--- config.mk ---
export PLATFORM = sky130hd
export DESIGN_NAME = imem_loader
export DESIGN_NICKNAME = d
export VERILOG_FILES = /design/src/rtl/imem_loader.sv
export SDC_FILE = /design/constraint.sdc
export NUM_CORES = 1
export LEC_CHECK = 0
export CORE_MARGIN = 3
export CORE_UTILIZATION = 53
export DETAILED_ROUTE_END_ITERATION = 6
export PLACE_DENSITY = 0.79
export SYNTH_ARGS = -nofsm -noshare
export SYNTH_HDL_FRONTEND = slang
export SYNTH_SLANG_ARGS = --single-unit
--- constraint.sdc ---
create_clock -name CLK -period 3.84 [get_ports CLK]
set_clock_uncertainty 0.1 [all_clocks]
set_input_delay 0.576 -clock CLK [delete_from_list [all_inputs] [get_ports CLK]]
set_output_delay 0.576 -clock CLK [all_outputs]
set_load 0.005 [all_outputs]
--- src/rtl/imem_loader.sv ---
// -----------------------------------------------------------------------------
// imem_loader
//
// Boot-time program loader for the pipelined MIPS core. It takes a byte stream
// from a host link, assembles big-endian 32-bit words and writes them to
// consecutive instruction-memory word addresses. The core is held in reset
// until the whole image has been received (and, optionally, checksum-verified).
//
// Frame: N_HI, N_LO (16-bit word count), 4*N payload bytes (MSB first per
// word), then an optional CSUM byte (XOR of all payload bytes).
//
// Optional feature macro: IMEM_LOADER_CSUM_EN
//   defined   -> frame carries CSUM, the CHK state and the XOR register exist
//   undefined -> no CSUM byte; RUN follows one cycle after the last write
//
// Ports
//   CLK         clock, rising edge
//   RST         synchronous reset, active-high
//   byte_valid  host byte available
//   byte_data   host byte
//   byte_ready  loader accepts a byte (transfer on byte_valid & byte_ready)
//   imem_we     instruction-memory write strobe, one cycle per word
//   imem_addr   word address of the write
//   imem_wdata  word to write
//   core_rst    reset to the MIPS core, high until the load succeeds
//   done        load completed successfully (sticky)
//   err         load failed (sticky)
// -----------------------------------------------------------------------------
module imem_loader #(
   parameter int ADDR_W = 8
) (
   input  logic              CLK,
   input  logic              RST,
   input  logic              byte_valid,
   input  logic [7:0]        byte_data,
   output logic              byte_ready,
   output logic              imem_we,
   output logic [ADDR_W-1:0] imem_addr,
   output logic [31:0]       imem_wdata,
   output logic              core_rst,
   output logic              done,
   output logic              err
);

`ifdef IMEM_LOADER_CSUM_EN
   typedef enum logic [2:0] {HDR_HI, HDR_LO, DATA, CHK, RUN, FAIL} loadState_t;
`else
   typedef enum logic [2:0] {HDR_HI, HDR_LO, DATA, FLUSH, RUN, FAIL} loadState_t;
`endif

   localparam logic [16:0] CAPACITY = 17'(1) << ADDR_W;

   loadState_t  state, nextState;
   logic        armed;       // low for the cycle after reset so byte_ready stays 0
   logic        take;        // byte handshake this cycle
   logic [1:0]  byteCnt;
   logic [7:0]  countHi;
   logic [15:0] wordCount;
   logic [23:0] asmReg;      // first three bytes of the word being assembled
   logic        lastWord;
   logic [15:0] newCount;
`ifdef IMEM_LOADER_CSUM_EN
   logic [7:0]  runXor;
`endif

   assign newCount = {countHi, byte_data};
   // imem_addr already holds the index of the word being assembled, because it
   // advances at the end of the previous word's write cycle.
   assign lastWord = ((17'(imem_addr) + 17'd1) == {1'b0, wordCount});

   always_ff @(posedge CLK) begin
      if (RST) begin
         state <= HDR_HI;
      end else begin
         state <= nextState;
      end
   end

   always_comb begin
      nextState  = state;
      byte_ready = 1'b0;
      core_rst   = 1'b1;
      done       = 1'b0;
      err        = 1'b0;
      take       = 1'b0;

      case (state)
         HDR_HI, HDR_LO, DATA, FAIL: byte_ready = armed;
`ifdef IMEM_LOADER_CSUM_EN
         CHK:                        byte_ready = armed;
`endif
         default:                    byte_ready = 1'b0;
      endcase
      take = byte_valid & byte_ready;

      case (state)
         HDR_HI: if (take) nextState = HDR_LO;
         HDR_LO: begin
            if (take) begin
               if ({1'b0, newCount} > CAPACITY) begin
                  nextState = FAIL;
               end else if (newCount == 16'd0) begin
`ifdef IMEM_LOADER_CSUM_EN
                  nextState = CHK;
`else
                  nextState = RUN;
`endif
               end else begin
                  nextState = DATA;
               end
            end
         end
         DATA: begin
            if (take && byteCnt == 2'd3 && lastWord) begin
`ifdef IMEM_LOADER_CSUM_EN
               nextState = CHK;
`else
               nextState = FLUSH;
`endif
            end
         end
`ifdef IMEM_LOADER_CSUM_EN
         CHK: if (take) nextState = (byte_data == runXor) ? RUN : FAIL;
`else
         // Lets the final write pulse complete before the core leaves reset.
         FLUSH: nextState = RUN;
`endif
         RUN: begin
            core_rst = 1'b0;
            done     = 1'b1;
         end
         FAIL: err = 1'b1;
         default: nextState = HDR_HI;
      endcase
   end

   // Control and output registers
   always_ff @(posedge CLK) begin
      if (RST) begin
         armed      <= 1'b0;
         imem_we    <= 1'b0;
         imem_addr  <= '0;
         imem_wdata <= '0;
         byteCnt    <= 2'd0;
`ifdef IMEM_LOADER_CSUM_EN
         runXor     <= 8'd0;
`endif
      end else begin
         armed   <= 1'b1;
         imem_we <= 1'b0;
         // Hold at the top address so a full-capacity load never wraps.
         if (imem_we && imem_addr != '1) begin
            imem_addr <= imem_addr + ADDR_W'(1);
         end
         if (take && state == DATA) begin
            byteCnt <= byteCnt + 2'd1;
`ifdef IMEM_LOADER_CSUM_EN
            runXor  <= runXor ^ byte_data;
`endif
            if (byteCnt == 2'd3) begin
               imem_we    <= 1'b1;
               imem_wdata <= {asmReg, byte_data};
            end
         end
      end
   end

   // Frame data registers; only meaningful once loaded by a handshake
   always_ff @(posedge CLK) begin
      if (take) begin
         case (state)
            HDR_HI:  countHi   <= byte_data;
            HDR_LO:  wordCount <= newCount;
            DATA:    asmReg    <= {asmReg[15:0], byte_data};
            default: ;
         endcase
      end
   end

endmodule
; ---- Yosys cells after proc, flatten, opt, wreduce, memory -nomap -nowiden
; Index checks and enable logic that the tools add are counted.
[classes]
n_addsub = 3
magnitude_cmp = 1
eq_ne = 11
mux = 12
bitwise_logic = 3
reduce_logical = 14
[ops]
columns = cell, n
row1 = $eq 9x16->1, 1
row2 = $gt 16x9->1 const B, 1
row3 = $logic_not 16->1, 1
row4 = $mux 3, 5
row5 = $pmux 3 s5, 1
row6 = $add 8x1->9 const B, 1
row7 = $add 8x1->8 const B, 1
row8 = $ne 8x8->1 const B, 1
row9 = $reduce_and 2->1, 4
row10 = $eq 3x2->1 const B, 2
row11 = $eq 3x3->1 const B, 2
row12 = $mux 1, 6
row13 = $ne 2x2->1 const B, 3
row14 = $logic_and 1x1->1, 4
row15 = $reduce_and 4->1, 1
row16 = $reduce_or 2->1, 2
row17 = $reduce_or 4->1, 1
row18 = $eq 3x1->1 const B, 1
row19 = $logic_not 3->1, 1
row20 = $add 2x1->2 const B, 1
row21 = $eq 2x2->1 const B, 1
row22 = $not 1->1, 2
row23 = $and 1x1->1, 1
[word_totals]
register_bits = 95
input_bits = 11
word_cells = 53

; ---- Longest topological paths before layout
[depth]
depth_word = 8
mapped_depth = 9

; ---- Worst setup path after synthesis
; No wires, ideal clock.
[synth_path]
path_type = register to register
startpoint = register state[1]
endpoint = register imem_wdata[10]
setup_time_ns = 0.132
arrival_ns = 2.590
t_required_ns = 3.608
path_slack_ns = 1.017
path_stages_with_launch = 8
n_path_buf = 2
path_cell_list = dfxtp_1 clkbuf_1 nand2_1 nor2_1 nand2_1 clkbuf_1 nand2_1 a21oi_1
[synth_via]
elab_chain_len = 6
elab_cells_between_ends = 9
cone_classes = 3 x eq/ne / 1 x mux / 1 x bitwise / 4 x reduce/logical
[synth_lines]
columns = element, line_no
row1 = start: declaration, 53  ; loadState_t state, nextState;
row2 = start signal: assignment, 75  ; state <= nextState;
row3 = $eq 3x2->1 (tied with other cells), "87, 155"
row4 = $reduce_or 4->1, 87  ; case (state)
row5 = $mux 1, 87
row6 = $and 1x1->1, 94  ; take = byte_valid & byte_ready;
row7 = $logic_and 1x1->1 (*), 155  ; if (take && state == DATA) begin
row8 = $reduce_and 2->1 (no source line) (*), n/a
row9 = end signal: assignment, 162  ; imem_wdata <= {asmReg, byte_data};
row10 = end: declaration, 39  ; output logic [31:0] imem_wdata,
; Mark *: on every way between the ends. The rest lies on a longest branch, timed or not.
; A chain may end at the register's enable or synchronous reset.

; ---- Worst setup path in the final report
[layout_path]
startpoint = register state[0]
endpoint = output port byte_ready
[layout_via]
elab_chain_len = 3
elab_cells_between_ends = 6
cone_classes = 3 x eq/ne / 1 x mux / 2 x reduce/logical
[layout_lines]
columns = element, line_no
row1 = $eq 3x2->1 (tied with other cells), 87
row2 = $reduce_or 4->1 (*), 87
row3 = $mux 1 (*), 87
row4 = end: declaration, 36  ; output logic byte_ready,
; Marked as above.

==> summary.txt <==
Run status
  – Status: finished clean

Placed design
  – Pre-CTS setup slack: between 1 and 1.5 ns
  – Port Buffer Count: between 50 and 60
  – DP Area: around 4200 um2
  – Gpl congestion: between 0.8 and 0.9
  – Hpwl dp: roughly 4.7 mm

Die
  – # IOs: between 50 and 60
  – Die Area: 7810 um2
  – Initial cell density of the core: between 50% and 60%
  – Die Wd: approximately 88 um
  – Core area: roughly 6500 um2
  – Height of the die: 88.4 um
  – Num rows: 29

Synth
  – Top cell type's share of synthesized area: about two fifths
  – Async SR Flop Fraction: 0%
  – Cell taking the most area after synthesis: edfxtp_1
  – Number of flops mapped to enable cells by yosys: 48
  – Mapped cell area: 3600 um2
  – Synth Flop Type: edfxtp_1
  – Seq/Total Area, Yosys: 66.2%
  – Register bit total from synthesis: 95
  – Syn_nets: 334
  – Cells after Synth: 321
  – Number of distinct library cells after synthesis: 40
  – Avg Inst Size Synth: around 11 um2
  – Most common cell in the netlist: nand2_1
  – Post-synth top cells: 75 x nand2_1, 48 x edfxtp_1, 47 x dfxtp_1
  – Ys Warns: 0
  – Area contributors post-synth: edfxtp_1 40%, dfxtp_1 26%, nand2_1 7.8%, a21oi_1 5.0%, xnor2_1 2.9%

Worst setup path
  – Crit path kind: reg -> out
  – Worst setup SP type: register
  – CP endpoint kind: output pin
  – FF-to-FF End: imem_addr[7]$_SDFFE_PP0P_
  – R2r setup slk: approximately 1.5 ns
  – Crit Reg-Reg Startpoint: imem_addr[0]$_SDFFE_PP0P_
  – Setup crit end: byte_ready
  – CP required: 3.16 ns
  – Critical Path AT: between 1.5 and 2 ns
  – Reg2reg path depth: 7
  – CP Launch Point: state[0]$_SDFFE_PP0P_
  – CP max FO: 8

Drt
  – Vias per inst: around 5.4
  – DR vias: 2461
  – Drt first pass iters: 4
  – Antenna Nets Post-Route: 0
  – DRC violations left: 0
  – Final wirelength: 6.98 mm
  – Routed len/inst: 15.4 um
  – DR iter-0 viols: ~180

Timing
  – Final hold violation count: 0
  – Relative slew margins: 46.5%
  – RSZ-0062 raised after global routing: no
  – Min cycle time layout: roughly 2.4 ns
  – Final setup margin: about 1.4 ns
  – Setup violations, final: 0
  – Final clock period utilization by the worst path: between 60% and 70%
  – Max Clock Freq: 0.408 GHz
  – Setup TNS: 0 ns
  – Actual slew at the worst max-slew pin: around 0.80 ns
  – Max Slew Vio Count: 0

Cells and area
  – Area grow syn2layout: 21.3%
  – Diode count: 0
  – Fill cell count: around 500
  – Final nets: between 300 and 400
  – Share of post-route cells with drive strength above 1: around 7%
  – Final instance area: between 4000 and 5000 um2

CTS
  – CTS tree: built
  – Clk buf depth: 2
  – Hold-fix buffers at CTS: 0
  – CTS buffer count: 9
  – Worst-Skew Late Latency: between 0.3 and 0.4 ns
  – Htree depth: 3
  – Clock Sinks: 95
  – Clock transition at path regs: around 0.090 ns
  – Clock root cell: clkbuf_8
  – Setup Buffers After CTS: 0
  – Post-CTS Resized: 0

Pwr
  – Final Power: approximately 1.7 mW
  – Power per Cell Area: 396 nW/um2
  – Max VDD drop: about 0.00026 V
  – Leakage: ~1.4 nW

Global route
  – First-pass GRT wire length: 11.2 mm
  – Largest net degree at the start of global routing: between 40 and 50
  – GRT Residual Overflow: 0
  – Vias in the first global route: 2281
  – Initial antenna violation count: 0
  – GRT Util Overall: about a fifth

Flow run
  – Max-Cap Viols: 0

Worst hold path
  – Hold Path Class: reg -> reg
[state kept, by name (all words and copies together), names as in the netlist]
| register | flops |
|---|---|
| countHi | 8 |
| imem_wdata | 32 |
| asmReg | 24 |
| imem_addr | 8 |
| state | 3 |
| armed | 1 |
| byteCnt | 2 |
| wordCount | 16 |
| imem_we | 1 |
[critical path: stages (launching register included)]
cell and delay [ns]:
dfxtp_1 0.49, mux2i_1 0.29, and2_1 0.15, clkdlybuf4s50_1 0.49
[worst min-delay path by stage]
stage | startpoint | slack [ns] | cells after the start | endpoint
global route | countHi[5]$_DFFE_PP_ | 0.36 | 0 | wordCount[13]$_DFFE_PP_
floorplan | asmReg[2]$_DFFE_PP_ | 0.33 | 0 | asmReg[10]$_DFFE_PP_
detailed placement | asmReg[7]$_DFFE_PP_ | 0.33 | 0 | asmReg[15]$_DFFE_PP_
global placement | asmReg[13]$_DFFE_PP_ | 0.33 | 0 | asmReg[21]$_DFFE_PP_
finish | countHi[5]$_DFFE_PP_ | 0.35 | 0 | wordCount[13]$_DFFE_PP_
CTS | asmReg[7]$_DFFE_PP_ | 0.35 | 0 | asmReg[15]$_DFFE_PP_
[cells in the final DEF (no fill, tap or decap), types with 2 or more instances in the layout]
cell type and count:
a21oi_1 36, and2_1 3, clkbuf_8 10, nand4_1 4, and3_1 3, nand2b_1 3
nor3_1 3, o21ai_0 2, clkdlybuf4s50_1 54, dfxtp_1 47, nor2_1 14, nand3_1 2
edfxtp_1 48, o21bai_1 2, buf_4 5, nand3b_1 3, inv_1 4, mux2i_1 4
o2111ai_1 2, o211ai_1 2, ha_1 2, nand2_1 75, xnor2_1 12, nor4_1 6
xor2_1 6
[power by group]
group / leakage, nW / switching (mW) / internal (mW)
Sequential: 0.814 / 0.0108 / 1.08
Clock: 0.0865 / 0.333 / 0.249
Combinational: 0.524 / 0.0328 / 0.0237
Total: 1.42 / 0.377 / 1.35
[cell type report]
class | count | area, um2 | area share, %
multi-input cells | 201 | 1120 | 25.6
clock buffers | 10 | 138 | 3.15
flip-flops and latches | 95 | 2380 | 54.6
clock inverters | 5 | 31.3 | 0.717
inverters | 4 | 15.0 | 0.344
repair buffers | 60 | 583 | 13.4
well taps | 77 | 96.3 | 2.21
[metal layers]
metal,wire (um),vias up,part of all wire [%],global-route usage [%]
met5,0,-,0,0
met4,142,0,2.0,7.83
met3,293,14,4.2,4.66
met2,3280,62,47,29.2
met1,3260,1171,47,26.7
li1,-,1214,-,-
[per-stage QoR]
stage / util (%) / hold slack (ns) / instances
6_report: 67.6 / 0.349 / 452
5_1_grt: 67.6 / 0.363 / 452
4_1_cts: 67.6 / 0.351 / 452
3_5_place_dp: 64.9 / 0.334 / 437
3_3_place_gp: 64.9 / 0.331 / 437
2_1_floorplan: - / 0.326 / 321
[cells by family after synthesis]
logic type	count (synthesis)	share of synthesized area (%)
AO/OA/AOI/OAI	52	8.59
XOR/XNOR	18	4.38
adder cells (fa/ha/maj)	2	0.696
buffers and inverters	25	2.96
flip-flops	95	66.2
multiplexers	4	1.11
AND/OR/NAND/NOR	125	16.0
Note: power is estimated with default switching activity, not from simulation.
